File: config.mk
export PLATFORM = sky130hd
export DESIGN_NAME = decode_stage_flat
export DESIGN_NICKNAME = d
export VERILOG_FILES = /design/src/rtl/rv32_pkg.sv /design/src/rtl/decode_stage_if.sv /design/src/rtl/instr_fifo.sv /design/src/rtl/decode_stage.sv /design/src/flat_wrapper.sv
export SDC_FILE = /design/constraint.sdc
export NUM_CORES = 2
export LEC_CHECK = 0
export CAP_MARGIN = 25
export CORE_UTILIZATION = 35
export DETAILED_ROUTE_END_ITERATION = 6
export GPL_TIMING_DRIVEN = 0
export PLACE_DENSITY = 0.59
export SETUP_SLACK_MARGIN = 0.3
export SLEW_MARGIN = 20
export SYNTH_ARGS = -nofsm -noshare
export SYNTH_HDL_FRONTEND = slang
export SYNTH_SLANG_ARGS = --single-unit
File: constraint.sdc
create_clock -name clk -period 5.6 [get_ports clk]
set_clock_uncertainty 0.15 [all_clocks]
set_input_delay 1.12 -clock clk [delete_from_list [all_inputs] [get_ports clk]]
set_output_delay 1.12 -clock clk [all_outputs]
set_load 0.02 [all_outputs]
File: src/rtl/rv32_pkg.sv
// Shared RV32 decode definitions: opcodes, instruction formats, source/destination
// usage per format and immediate extraction helpers.
package rv32_pkg;

   localparam logic [6:0] OP_R      = 7'b0110011;
   localparam logic [6:0] OP_IMM    = 7'b0010011;
   localparam logic [6:0] OP_LOAD   = 7'b0000011;
   localparam logic [6:0] OP_JALR   = 7'b1100111;
   localparam logic [6:0] OP_STORE  = 7'b0100011;
   localparam logic [6:0] OP_BRANCH = 7'b1100011;
   localparam logic [6:0] OP_LUI    = 7'b0110111;
   localparam logic [6:0] OP_AUIPC  = 7'b0010111;
   localparam logic [6:0] OP_JAL    = 7'b1101111;
   localparam logic [6:0] OP_FENCE  = 7'b0001111;
   localparam logic [6:0] OP_SYSTEM = 7'b1110011;

   typedef enum logic [2:0] {FMT_R, FMT_I, FMT_S, FMT_B, FMT_U, FMT_J, FMT_NONE} fmt_e;

   typedef struct packed {
      logic rs1;
      logic rs2;
      logic rd;
   } src_use_t;

   // FENCE, SYSTEM and unknown opcodes all fall into FMT_NONE.
   function automatic fmt_e opcode_fmt(input logic [6:0] op);
      case (op)
         OP_R:                      return FMT_R;
         OP_IMM, OP_LOAD, OP_JALR:  return FMT_I;
         OP_STORE:                  return FMT_S;
         OP_BRANCH:                 return FMT_B;
         OP_LUI, OP_AUIPC:          return FMT_U;
         OP_JAL:                    return FMT_J;
         default:                   return FMT_NONE;
      endcase
   endfunction

   function automatic logic opcode_known(input logic [6:0] op);
      return op inside {OP_R, OP_IMM, OP_LOAD, OP_JALR, OP_STORE, OP_BRANCH,
                        OP_LUI, OP_AUIPC, OP_JAL, OP_FENCE, OP_SYSTEM};
   endfunction

   function automatic src_use_t fmt_usage(input fmt_e f);
      case (f)
         FMT_R:        return '{rs1: 1'b1, rs2: 1'b1, rd: 1'b1};
         FMT_I:        return '{rs1: 1'b1, rs2: 1'b0, rd: 1'b1};
         FMT_S, FMT_B: return '{rs1: 1'b1, rs2: 1'b1, rd: 1'b0};
         FMT_U, FMT_J: return '{rs1: 1'b0, rs2: 1'b0, rd: 1'b1};
         default:      return '{rs1: 1'b0, rs2: 1'b0, rd: 1'b0};
      endcase
   endfunction

   function automatic logic [31:0] imm_i(input logic [31:0] i);
      return {{20{i[31]}}, i[31:20]};
   endfunction

   function automatic logic [31:0] imm_s(input logic [31:0] i);
      return {{20{i[31]}}, i[31:25], i[11:7]};
   endfunction

   function automatic logic [31:0] imm_b(input logic [31:0] i);
      return {{19{i[31]}}, i[31], i[7], i[30:25], i[11:8], 1'b0};
   endfunction

   function automatic logic [31:0] imm_u(input logic [31:0] i);
      return {i[31:12], 12'b0};
   endfunction

   function automatic logic [31:0] imm_j(input logic [31:0] i);
      return {{11{i[31]}}, i[31], i[19:12], i[20], i[30:21], 1'b0};
   endfunction

   // R-type and operand-less formats carry no immediate.
   function automatic logic [31:0] imm_sel(input fmt_e f, input logic [31:0] i);
      case (f)
         FMT_I:   return imm_i(i);
         FMT_S:   return imm_s(i);
         FMT_B:   return imm_b(i);
         FMT_U:   return imm_u(i);
         FMT_J:   return imm_j(i);
         default: return 32'd0;
      endcase
   endfunction

endpackage

File: src/rtl/decode_stage_if.sv
// Decode stage bus: fetch channel, issue channel to execute, write-back and flush.
// slave = the decode stage, master = the surrounding fetch/execute environment.
interface decode_stage_if #(
   parameter int XLEN       = 32,
   parameter int FIFO_DEPTH = 2
);
   localparam int LVLW = $clog2(FIFO_DEPTH + 1);

   logic            i_im_rvalid;
   logic            o_im_rready;
   logic [XLEN-1:0] i_im_rdata;

   logic            o_du_valid;
   logic            i_ex_ready;
   logic [6:0]      o_opcode;
   logic [6:0]      o_funct7;
   logic [2:0]      o_funct3;
   logic [XLEN-1:0] o_immediate;
   logic [XLEN-1:0] o_rs1_rdata;
   logic [XLEN-1:0] o_rs2_rdata;
   logic [4:0]      o_rd_waddr;
   logic            o_rd_wen;
   logic            o_illegal;

   logic            i_rf_rd_wvalid;
   logic [4:0]      i_rf_rd_waddr;
   logic [XLEN-1:0] i_rf_rd_wdata;

   logic            i_flush;
   logic [LVLW-1:0] o_fifo_level;

   modport slave (
      input  i_im_rvalid, i_im_rdata, i_ex_ready,
      input  i_rf_rd_wvalid, i_rf_rd_waddr, i_rf_rd_wdata, i_flush,
      output o_im_rready, o_du_valid, o_opcode, o_funct7, o_funct3, o_immediate,
      output o_rs1_rdata, o_rs2_rdata, o_rd_waddr, o_rd_wen, o_illegal, o_fifo_level
   );

   modport master (
      output i_im_rvalid, i_im_rdata, i_ex_ready,
      output i_rf_rd_wvalid, i_rf_rd_waddr, i_rf_rd_wdata, i_flush,
      input  o_im_rready, o_du_valid, o_opcode, o_funct7, o_funct3, o_immediate,
      input  o_rs1_rdata, o_rs2_rdata, o_rd_waddr, o_rd_wen, o_illegal, o_fifo_level
   );
endinterface

File: src/rtl/instr_fifo.sv
// Instruction word FIFO with registered occupancy. A push while full is legal only
// when a pop happens in the same cycle; the caller guarantees this.
module instr_fifo #(
   parameter int DEPTH = 2,
   parameter int DLEN  = 32
) (
   input  logic                         clk,
   input  logic                         rstn,
   input  logic                         flush,
   input  logic                         push,
   input  logic                         pop,
   input  logic [DLEN-1:0]              din,
   output logic [DLEN-1:0]              dout,
   output logic                         full,
   output logic                         empty,
   output logic [$clog2(DEPTH+1)-1:0]   level
);
   localparam int AW = $clog2(DEPTH);
   localparam int LW = $clog2(DEPTH + 1);

   logic [DLEN-1:0] mem [DEPTH];
   logic [AW-1:0]   wr_ptr, rd_ptr;
   logic [LW-1:0]   count;

   // Storage write.
   // NOTE: the data array has no reset; pointers and count alone define what is valid.
   always_ff @(posedge clk) begin
      if (push) mem[wr_ptr] <= din;
   end

   // Pointer and occupancy update; flush empties the FIFO on the next edge.
   // NOTE: sequential state uses non-blocking assignments only, so every flop samples pre-edge values.
   always_ff @(posedge clk or negedge rstn) begin
      if (!rstn) begin
         wr_ptr <= '0;
         rd_ptr <= '0;
         count  <= '0;
      end else if (flush) begin
         wr_ptr <= '0;
         rd_ptr <= '0;
         count  <= '0;
      end else begin
         if (push) wr_ptr <= wr_ptr + AW'(1);
         if (pop)  rd_ptr <= rd_ptr + AW'(1);
         count <= count + LW'(push) - LW'(pop);
      end
   end

   assign dout  = mem[rd_ptr];
   assign full  = (count == LW'(DEPTH));
   assign empty = (count == '0);
   assign level = count;
endmodule

File: src/rtl/decode_stage.sv
// RV32I/RV32E decode stage: buffers fetched words, decodes the FIFO head, reads
// operands with write-back bypass and holds issue on RAW/WAW via a busy scoreboard.
module decode_stage
   import rv32_pkg::*;
#(
   parameter int XLEN       = 32,
   parameter int FIFO_DEPTH = 2,
   parameter int NREGS      = 32
) (
   input logic         clk,
   input logic         rstn,
   decode_stage_if.slave bus
);
   localparam int RW = $clog2(NREGS);

   logic [XLEN-1:0]  head;
   logic             fifo_full, fifo_empty, push, pop;
   logic [XLEN-1:0]  rf [NREGS];
   logic [NREGS-1:0] busy, set_mask, clr_mask;

   logic [6:0]       opcode;
   logic [4:0]       rs1, rs2, rd;
   fmt_e             fmt;
   src_use_t         uses;
   logic             illegal, u_rs1, u_rs2, u_rd, rd_wen;
   logic             wb_en, wb_hit1, wb_hit2, hazard, can_issue;
   logic [XLEN-1:0]  imm, op1, op2;

   instr_fifo #(.DEPTH(FIFO_DEPTH), .DLEN(XLEN)) u_fifo (
      .clk   (clk),
      .rstn  (rstn),
      .flush (bus.i_flush),
      .push  (push),
      .pop   (pop),
      .din   (bus.i_im_rdata),
      .dout  (head),
      .full  (fifo_full),
      .empty (fifo_empty),
      .level (bus.o_fifo_level)
   );

   assign opcode = head[6:0];
   assign rd     = head[11:7];
   assign rs1    = head[19:15];
   assign rs2    = head[24:20];

   // Write-backs to x0, or beyond the implemented register count, are ignored.
   assign wb_en   = bus.i_rf_rd_wvalid && (bus.i_rf_rd_waddr != 5'd0) &&
                    ((NREGS == 32) || !bus.i_rf_rd_waddr[4]);
   assign wb_hit1 = wb_en && (bus.i_rf_rd_waddr == rs1);
   assign wb_hit2 = wb_en && (bus.i_rf_rd_waddr == rs2);

   // Decode of the head word: legality, register usage, hazard and operand values.
   // NOTE: every always_comb output gets a default first so no path can infer a latch.
   always_comb begin
      fmt     = opcode_fmt(opcode);
      uses    = fmt_usage(fmt);
      illegal = !opcode_known(opcode);
      if (NREGS < 32)
         illegal = illegal | (uses.rs1 & rs1[4]) | (uses.rs2 & rs2[4]) | (uses.rd & rd[4]);
      u_rs1  = uses.rs1 & !illegal;
      u_rs2  = uses.rs2 & !illegal;
      u_rd   = uses.rd  & !illegal;
      rd_wen = u_rd && (rd != 5'd0);
      imm    = illegal ? '0 : XLEN'(imm_sel(fmt, head[31:0]));
      hazard = (u_rs1 && (rs1 != 5'd0) && busy[rs1[RW-1:0]] && !wb_hit1) ||
               (u_rs2 && (rs2 != 5'd0) && busy[rs2[RW-1:0]] && !wb_hit2) ||
               (u_rd  && busy[rd[RW-1:0]]);
      op1 = '0;
      if (u_rs1 && (rs1 != 5'd0)) op1 = wb_hit1 ? bus.i_rf_rd_wdata : rf[rs1[RW-1:0]];
      op2 = '0;
      if (u_rs2 && (rs2 != 5'd0)) op2 = wb_hit2 ? bus.i_rf_rd_wdata : rf[rs2[RW-1:0]];
   end

   assign can_issue       = !fifo_empty && (!bus.o_du_valid || bus.i_ex_ready) &&
                            !hazard && !bus.i_flush;
   assign pop             = can_issue;
   // A pop while full frees a slot in the same cycle; held closed during reset.
   assign bus.o_im_rready = rstn && (!fifo_full || can_issue);
   assign push            = bus.i_im_rvalid && bus.o_im_rready && !bus.i_flush;

   // Issuing an instruction marks its rd busy; this set overrides a same-cycle clear.
   assign set_mask = (can_issue && rd_wen) ? (NREGS'(1) << rd[RW-1:0]) : '0;
   assign clr_mask = wb_en ? (NREGS'(1) << bus.i_rf_rd_waddr[RW-1:0]) : '0;

   // Issue register: loads on issue, holds until execute accepts, drops on flush.
   always_ff @(posedge clk or negedge rstn) begin
      if (!rstn) begin
         bus.o_du_valid  <= 1'b0;
         bus.o_opcode    <= '0;
         bus.o_funct7    <= '0;
         bus.o_funct3    <= '0;
         bus.o_immediate <= '0;
         bus.o_rs1_rdata <= '0;
         bus.o_rs2_rdata <= '0;
         bus.o_rd_waddr  <= '0;
         bus.o_rd_wen    <= 1'b0;
         bus.o_illegal   <= 1'b0;
      end else if (bus.i_flush) begin
         bus.o_du_valid  <= 1'b0;
      end else if (can_issue) begin
         bus.o_du_valid  <= 1'b1;
         bus.o_opcode    <= opcode;
         bus.o_funct7    <= head[31:25];
         bus.o_funct3    <= head[14:12];
         bus.o_immediate <= imm;
         bus.o_rs1_rdata <= op1;
         bus.o_rs2_rdata <= op2;
         bus.o_rd_waddr  <= u_rd ? rd : 5'd0;
         bus.o_rd_wen    <= rd_wen;
         bus.o_illegal   <= illegal;
      end else if (bus.i_ex_ready) begin
         bus.o_du_valid  <= 1'b0;
      end
   end

   // Busy scoreboard; x0 is never set because rd_wen excludes it.
   always_ff @(posedge clk or negedge rstn) begin
      if (!rstn)            busy <= '0;
      else if (bus.i_flush) busy <= '0;
      else                  busy <= (busy & ~clr_mask) | set_mask;
   end

   // Register file write-back; still applied during a flush cycle.
   always_ff @(posedge clk or negedge rstn) begin
      if (!rstn) begin
         for (int r = 0; r < NREGS; r++) rf[r] <= '0;
      end else if (wb_en) begin
         rf[bus.i_rf_rd_waddr[RW-1:0]] <= bus.i_rf_rd_wdata;
      end
   end
endmodule

File: src/flat_wrapper.sv
// flat-port wrapper written by rule: the top's interface ports become plain ports
module decode_stage_flat import rv32_pkg::*;
#(
   parameter int XLEN       = 32,
   parameter int FIFO_DEPTH = 2,
   parameter int NREGS      = 32
)
  (clk, rstn, bus_i_im_rvalid, bus_i_im_rdata, bus_i_ex_ready, bus_i_rf_rd_wvalid, bus_i_rf_rd_waddr, bus_i_rf_rd_wdata, bus_i_flush, bus_o_im_rready, bus_o_du_valid, bus_o_opcode, bus_o_funct7, bus_o_funct3, bus_o_immediate, bus_o_rs1_rdata, bus_o_rs2_rdata, bus_o_rd_waddr, bus_o_rd_wen, bus_o_illegal, bus_o_fifo_level);
  decode_stage_if #(.XLEN(XLEN), .FIFO_DEPTH(FIFO_DEPTH)) bus_i ();
  input logic clk;
  input logic rstn;
  input wire logic [$bits(bus_i.i_im_rvalid)-1:0] bus_i_im_rvalid;
  input wire logic [$bits(bus_i.i_im_rdata)-1:0] bus_i_im_rdata;
  input wire logic [$bits(bus_i.i_ex_ready)-1:0] bus_i_ex_ready;
  input wire logic [$bits(bus_i.i_rf_rd_wvalid)-1:0] bus_i_rf_rd_wvalid;
  input wire logic [$bits(bus_i.i_rf_rd_waddr)-1:0] bus_i_rf_rd_waddr;
  input wire logic [$bits(bus_i.i_rf_rd_wdata)-1:0] bus_i_rf_rd_wdata;
  input wire logic [$bits(bus_i.i_flush)-1:0] bus_i_flush;
  output wire logic [$bits(bus_i.o_im_rready)-1:0] bus_o_im_rready;
  output wire logic [$bits(bus_i.o_du_valid)-1:0] bus_o_du_valid;
  output wire logic [$bits(bus_i.o_opcode)-1:0] bus_o_opcode;
  output wire logic [$bits(bus_i.o_funct7)-1:0] bus_o_funct7;
  output wire logic [$bits(bus_i.o_funct3)-1:0] bus_o_funct3;
  output wire logic [$bits(bus_i.o_immediate)-1:0] bus_o_immediate;
  output wire logic [$bits(bus_i.o_rs1_rdata)-1:0] bus_o_rs1_rdata;
  output wire logic [$bits(bus_i.o_rs2_rdata)-1:0] bus_o_rs2_rdata;
  output wire logic [$bits(bus_i.o_rd_waddr)-1:0] bus_o_rd_waddr;
  output wire logic [$bits(bus_i.o_rd_wen)-1:0] bus_o_rd_wen;
  output wire logic [$bits(bus_i.o_illegal)-1:0] bus_o_illegal;
  output wire logic [$bits(bus_i.o_fifo_level)-1:0] bus_o_fifo_level;
  assign bus_i.i_im_rvalid = bus_i_im_rvalid;
  assign bus_i.i_im_rdata = bus_i_im_rdata;
  assign bus_i.i_ex_ready = bus_i_ex_ready;
  assign bus_i.i_rf_rd_wvalid = bus_i_rf_rd_wvalid;
  assign bus_i.i_rf_rd_waddr = bus_i_rf_rd_waddr;
  assign bus_i.i_rf_rd_wdata = bus_i_rf_rd_wdata;
  assign bus_i.i_flush = bus_i_flush;
  assign bus_o_im_rready = bus_i.o_im_rready;
  assign bus_o_du_valid = bus_i.o_du_valid;
  assign bus_o_opcode = bus_i.o_opcode;
  assign bus_o_funct7 = bus_i.o_funct7;
  assign bus_o_funct3 = bus_i.o_funct3;
  assign bus_o_immediate = bus_i.o_immediate;
  assign bus_o_rs1_rdata = bus_i.o_rs1_rdata;
  assign bus_o_rs2_rdata = bus_i.o_rs2_rdata;
  assign bus_o_rd_waddr = bus_i.o_rd_waddr;
  assign bus_o_rd_wen = bus_i.o_rd_wen;
  assign bus_o_illegal = bus_i.o_illegal;
  assign bus_o_fifo_level = bus_i.o_fifo_level;
  decode_stage #(.XLEN(XLEN), .FIFO_DEPTH(FIFO_DEPTH), .NREGS(NREGS)) u_core (.clk(clk), .rstn(rstn), .bus(bus_i));
endmodule
# Word-level counts from Yosys, hierarchy flattened

Memory sizes are Yosys's and may differ from the RTL's.
Cells that the tools add are included.
W data, S select, Z words.

Add/sub/neg operators: 4
Order comparisons: 7
Eq/ne operators: 19
Shift-type cells: 2
Muxes and demuxes: 37
Bitwise operators: 10
Reductions and logical operators: 46

Operators by type and width:

| operator               | count |
|---|---|
| $bwmux W1024           | 1 |
| $mux W32               | 13 |
| $bmux W32 S5           | 2 |
| $demux W32 S5          | 1 |
| $pmux W32 S5           | 1 |
| $shl A1 B5 Y32 const A | 2 |
| $and A32 B32 Y32       | 1 |
| $not A32 Y32           | 1 |
| $or A32 B32 Y32        | 1 |
| $eq A7 B7 Y1 const B   | 4 |
| $eq A7 B6 Y1 const B   | 3 |
| $reduce_bool A5 Y1     | 4 |
| $logic_and A1 B1 Y1    | 19 |
| $ge A6 B6 Y1 const B   | 3 |
| $lt A5 B6 Y1 const B   | 3 |
| $not A5 Y6             | 3 |
| $pmux W3 S6            | 1 |
| $bmux W1 S5            | 3 |
| $eq A7 B5 Y1 const B   | 2 |
| $mux W1                | 12 |
| $pmux W3 S4            | 1 |
| $reduce_bool A11 Y1    | 1 |
| $eq A5 B5 Y1           | 2 |
| $logic_not A1 Y1       | 8 |
| 22 further kinds       | 33 |

Register bits after elaboration: 1181
Bits in writable memories: 64
Bits of input ports: 75
Output and inout port bits: 124
Word-level logic and storage cells: 172
Memories: 1

Memory list:

| name              | depth | width | read ports | clocked after Yosys merged registers in | write ports | line             | RTL |
|---|---|---|---|---|---|---|---|
| u_core.u_fifo.mem | 2     | 32    | 1          | 0                                       | 1           | instr_fifo.sv:21 | `logic [DLEN-1:0] mem [DEPTH];` |

# Longest topological paths before layout

An unclocked memory read counts as a cell.

Depth after elaboration: 23
Gate-level depth with buffers: 19
Mapped depth without buffers: 16

# Modules after synthesis

Synthesis repeated with hierarchy kept, for this count alone.

Cell total of the unflattened synthesis: 4065
Area, all modules: 65073.7 um^2

By module, submodules not included:

| module       | times used | cells each | area an instance (um^2) | sequential area each (um^2) |
|---|---|---|---|---|
| decode_stage | 1          | 3946       | 62398.6                 | 29453.2 |
| instr_fifo   | 1          | 119        | 2675.1                  | 2021.9 |

# Worst setup path after synthesis

No wires, ideal clock.

Path type: flip-flop to output port
Start: register u_core.u_fifo.rd_ptr
End: output bus_o_im_rready
Data arrival time: 3105 ps
Data required time: 4330 ps
Slack: 1225 ps
Cell stages (with the launch flop): 15
Path buffers: 3
Cells stage by stage: dfrtp_1 -> buf_6 -> mux2i_1 -> nand2_1 -> or3_1 -> clkbuf_1 -> ha_1 -> o41ai_2 -> o21ai_2 -> or2_4 -> a2111o_1 -> nand3_2 -> nor2_2 -> buf_2 -> o21a_1

Word-level cells in the longest chain between the ends: 18
Elaborated cells on any way between the ends: 56
Classes of those cells: 18 x eq/ne; 8 x mux; 3 x bitwise; 26 x reduce/logical; 1 x memory

RTL lines:

| item                                                 | line                                   | RTL |
|---|---|---|
| start: declaration                                   | instr_fifo.sv:22                       | `logic [AW-1:0] wr_ptr, rd_ptr;` |
| start signal: assignment                             | instr_fifo.sv:44                       | `if (pop) rd_ptr <= rd_ptr + AW'(1);` |
| $mem_v2 Z2 W32 *                                     | -                                      |  |
| $eq A7 B7 Y1 (tied with other cells)                 | rv32_pkg.sv:27, rv32_pkg.sv:39         |  |
| $reduce_or A3 Y1 or $reduce_or A2 Y1 (tied branches) | rv32_pkg.sv:27                         | `case (op)` |
| $pmux W3 S6                                          | rv32_pkg.sv:27                         |  |
| $eq A3 B3 Y1 or $eq A3 B2 Y1 (tied branches)         | rv32_pkg.sv:44                         | `case (f)` |
| $reduce_or A2 Y1                                     | rv32_pkg.sv:44                         |  |
| $pmux W3 S4                                          | rv32_pkg.sv:44                         |  |
| $and A1 B1 Y1 (on tied branches)                     | decode_stage.sv:61, decode_stage.sv:62 |  |
| $logic_and A1 B1 Y1 (on tied branches) (3 in series) | decode_stage.sv:66, decode_stage.sv:67 |  |
| $logic_or A1 B1 Y1                                   | decode_stage.sv:66                     | `hazard = (u_rs1 && (rs1 != 5'd0) && busy[rs1[RW-1:0]] && !wb_hit1) \|\|` |
| $logic_or A1 B1 Y1 *                                 | decode_stage.sv:67                     | `(u_rs2 && (rs2 != 5'd0) && busy[rs2[RW-1:0]] && !wb_hit2) \|\|` |
| $logic_not A1 Y1 *                                   | decode_stage.sv:76                     | `!hazard && !bus.i_flush;` |
| $logic_and A1 B1 Y1 *                                | decode_stage.sv:75                     | `assign can_issue = !fifo_empty && (!bus.o_du_valid \|\| bus.i_ex_ready) &&` |
| $logic_and A1 B1 Y1 *                                | decode_stage.sv:76                     |  |
| $logic_or A1 B1 Y1 *                                 | decode_stage.sv:79                     | `assign bus.o_im_rready = rstn && (!fifo_full \|\| can_issue);` |
| $logic_and A1 B1 Y1 *                                | decode_stage.sv:79                     |  |
| end: declaration                                     | flat_wrapper.sv:19                     | `output wire logic [$bits(bus_i.o_im_rready)-1:0] bus_o_im_rready;` |

Every way passes the cells marked *; elsewhere a longest branch is shown, timed or not. The select of a mux whose other input is x is not followed.

# Final worst setup path

Start: register u_core.u_fifo.rd_ptr
End: register u_core.bus.o_rs2_rdata[2]

Word-level cells in the longest chain between the ends: 17
Elaborated cells on any way between the ends: 61
Classes of those cells: 18 x eq/ne; 13 x mux; 4 x bitwise; 25 x reduce/logical; 1 x memory

RTL lines:

| item                                                 | line                                                       | RTL |
|---|---|---|
| $mem_v2 Z2 W32 *                                     | -                                                          |  |
| $eq A7 B7 Y1 (tied with other cells)                 | rv32_pkg.sv:27, rv32_pkg.sv:39                             |  |
| $reduce_or A3 Y1 or $reduce_or A2 Y1 (tied branches) | rv32_pkg.sv:27                                             |  |
| $pmux W3 S6                                          | rv32_pkg.sv:27                                             |  |
| $eq A3 B3 Y1 or $eq A3 B2 Y1 (tied branches)         | rv32_pkg.sv:44                                             |  |
| $reduce_or A2 Y1                                     | rv32_pkg.sv:44                                             |  |
| $pmux W3 S4                                          | rv32_pkg.sv:44                                             |  |
| $and A1 B1 Y1 (on tied branches)                     | decode_stage.sv:61, decode_stage.sv:62                     |  |
| $logic_and A1 B1 Y1 (on tied branches)               | decode_stage.sv:66, decode_stage.sv:67, decode_stage.sv:72 |  |
| $logic_and A1 B1 Y1 (on tied branches) (2 in series) | decode_stage.sv:66, decode_stage.sv:67                     |  |
| $logic_or A1 B1 Y1                                   | decode_stage.sv:66                                         |  |
| $logic_or A1 B1 Y1                                   | decode_stage.sv:67                                         |  |
| $logic_not A1 Y1                                     | decode_stage.sv:76                                         |  |
| $logic_and A1 B1 Y1                                  | decode_stage.sv:75                                         |  |
| $logic_and A1 B1 Y1                                  | decode_stage.sv:76                                         |  |
| $reduce_and A2 Y1 (no line)                          | -                                                          |  |
| end signal: assignment                               | decode_stage.sv:108                                        | `bus.o_rs2_rdata <= op2;` |
| end: declaration                                     | decode_stage_if.sv:36                                      | `output o_rs1_rdata, o_rs2_rdata, o_rd_waddr, o_rd_wen, o_illegal, o_fifo_level` |

Marked as above.
A chain may end at the register's enable or synchronous reset.

==> metrics <==
Pint 20.3 mW; clock share of power 0.301; first-pass GRT wire length 432000 microns; Post-synth ARST share 0.949; fill cell count between 15000 and 20000; Critical Path Fanout Max 10; area leader, netlist dfrtp_1; DR iter-0 viols 8167; Routed WL 309000 microns; Sw Ratio 0.379; Sink Count 1245; DR vias/cell around 6.3; core area around 190000 sq um; Slew Viols, Final 0; Remaining DRCs 0; Routed Antenna Nets 0; most common cell after layout, fill and taps aside nand2_1; Longest Clk Path Bufs 3; GRT overflow 0; Final period util 0.978; syn_area_per_cell 10.6 sq um; worst slew pin tran 1.28 ns; chip height 442 microns; vias in the first global route 57100; NetSw between 10 and 15 mW; Overall Global Routing Usage 0.309; outcome completed; Ports 199; root buffer cell clkbuf_16; final HPWL from detailed placement ~230000 microns; Rows 160; Buffers on Ports 194; Crit path required time 6.19 ns; chip width roughly 440 microns; clk_lat worst skew 0.83 ns; # setup viols final 0; max_cap viols 0; Pleak 33.3 nW; nets 6881; VDD IR max 0.353 mV; Post-synth EDFFs 64; CTS tree yes; fin cells 9446; CP Data Arrival Time just over 6 ns; Top FF cell, synth dfrtp_1; vias 59100; Area contributors post-synth dfrtp_1 (44%), mux2_2 (18%), nand2_1 (6.8%), mux4_2 (4.3%), nand3_1 (4.0%); WS Path Type reg2reg; Sequential Power Share 0.360; FF+latch count, synth 1245; RSZ-0062 raised after global routing yes; Inst Count DP just over 9000; H-Tree Depth 4; post-synthesis cell count between 6000 and 7000; initial antenna violation count 15; largest net degree at the start of global routing 136; hold crit path type in2async; hold_ws 0.0302 ns; Reg clk slew, reported paths roughly 0.060 ns; Fin. Hold Viols 0; CTS Hold Bufs 0; PwrDens 413 nW/um^2; Synth Cell Area 67600 sq um; most frequent cells in the layout nand2_1 (1219), dfrtp_1 (1180), mux2_2 (1059); total CTS buffers between 100 and 150; TritonRoute pass-1 iters 6; critical path endpoint category flip-flop; die area 195000 sq um; Ys Warns 0; count of cell types in the netlist 80; sequential area share after synthesis 0.465; top-area cell type share of the netlist area 0.437; Tmin final 5.48 ns; CP Launch Type flip-flop; share of layout cells above drive strength 1 0.262; initial cell density of the core 0.354; area delta synth->final 17.2%; syn_nets 6461; relative slew slack 0.148; Max Freq 183 MHz; DR WL/cell 32.7 microns; gpl congestion 1.01; combinational group share of total power 0.339
## per-layer routing
layer / track usage / up-vias / routed length, microns
met5: 0 / - / 162
met4: 0.233 / 21 / 27500
met3: 0.0784 / 982 / 31600
met2: 0.453 / 3947 / 132000
met1: 0.390 / 30100 / 118000
li1: - / 24000 / -
## layout make-up
| type | count | area [sq um] | area share |
|---|---|---|---|
| clock inverter | 58 | 619 | 0.00781 |
| tap | 2511 | 3140 | 0.0396 |
| sequential | 1245 | 31500 | 0.397 |
| multi-input combinational | 4468 | 33800 | 0.426 |
| inverter | 24 | 90.1 | 0.00114 |
| clock buffer | 205 | 4220 | 0.0532 |
| timing repair buffer | 274 | 3050 | 0.0384 |
| buffer | 645 | 2820 | 0.0356 |
| antenna | 16 | 40.0 | 0.000505 |
## state kept, by name, summed over array words and instances (netlist names), 2 cells and up
signal	flops
u_core.u_fifo.level	2
u_core.rf	1024
u_core.bus.o_rs2_rdata	32
u_core.bus.o_funct3	3
u_core.bus.o_funct7	7
u_core.bus.o_rs1_rdata	32
u_core.bus.o_immediate	32
u_core.bus.o_opcode	7
u_core.bus.o_rd_waddr	5
u_core.busy	32
u_core.u_fifo.mem	64
## path summary, 6_finish.rpt
check	startpoint	slack, ns	depth (start not counted)	endpoint
setup / recovery	u_core.u_fifo.rd_ptr$_DFFE_PN0P_	0.12	14	u_core.bus.o_rs2_rdata[2]$_DFFE_PN0P_
hold / removal	rstn	0.03	1	u_core.rf[488]$_DFFE_PN0P_
setup reg to reg	u_core.u_fifo.rd_ptr$_DFFE_PN0P_	0.12	14	u_core.bus.o_rs2_rdata[2]$_DFFE_PN0P_
hold reg to reg	u_core.rf[998]$_DFFE_PN0P_	0.34	1	u_core.rf[998]$_DFFE_PN0P_
max in group asynchronous	rstn	2.62	6	u_core.rf[987]$_DFFE_PN0P_
min in group clk	u_core.rf[998]$_DFFE_PN0P_	0.34	1	u_core.rf[998]$_DFFE_PN0P_
## power groups by stage
stage                     sequential, mW  combinational [mW]  clock [mW]
final                               11.8                11.1        9.85
after global routing                12.0                11.4        10.3
after CTS                           11.7                10.6        9.90
after detailed placement            11.9                10.5           0
after global placement              11.9                10.2           0
after floorplan                     11.6                6.20           0
## metrics by stage
step	TNS [ns]	power [mW]	setup slack, ns	area, sq um	utilization
floorplan	0	17.8	1.22	67600	-
global placement	-	22.1	-51.48	72700	0.381
global route	0	33.6	0.161	79200	0.415
finish	0	32.8	0.122	79300	0.415
detailed placement	-4.31	22.3	-0.536	73600	0.385
CTS	0	32.2	0.0292	78800	0.413
## cells in the mapped netlist, drive strengths merged (65+ instances only)
master,instances
a21oi,202
nand3,541
nor3,118
and3,65
buf,167
mux4,130
mux2,1133
a311oi,161
mux2i,228
nand2,1225
o22ai,83
nor2,90
clkbuf,478
dfrtp,1181
o221ai,67
o21ai,103
## worst max-delay path: stages (launching register included)
cell	delay, ns
dfrtp_2	0.48
buf_12	0.18
buf_12	0.15
buf_6	0.17
mux2_4	0.28
buf_4	0.35
buf_2	0.57
buf_2	0.64
mux2i_1	0.18
o22ai_1	0.26
o21ai_0	0.13
a211oi_1	0.81
nor3_1	0.09
nor3_1	0.64
mux2_4	0.27
## cell families (layout without fill, tap and decap cells)
group                      count (synthesis)  after routing  synth area share
DFF                                     1245           1245             0.465
AOI/OAI and AO/OA                        799            799            0.0816
other                                      0             16                 0
xor gates and xnor gates                  10             10           0.00129
and+or+nand+nor                         2164           2164             0.140
muxes                                   1491           1491             0.270
adders and majority gates                  4              4          0.000740
buffers and inverters                    669           1206            0.0409
## what timing repair did
| action | 4_1_cts | 5_1_grt |
|---|---|---|
| pin swaps | 11 | 13 |
| setup endpoints to repair | 52 | 23 |
| cloned | 0 | 2 |
| buffers inserted | 15 | 18 |
| gates resized for setup | 65 | 51 |
Note: power is estimated with default switching activity, not from simulation.
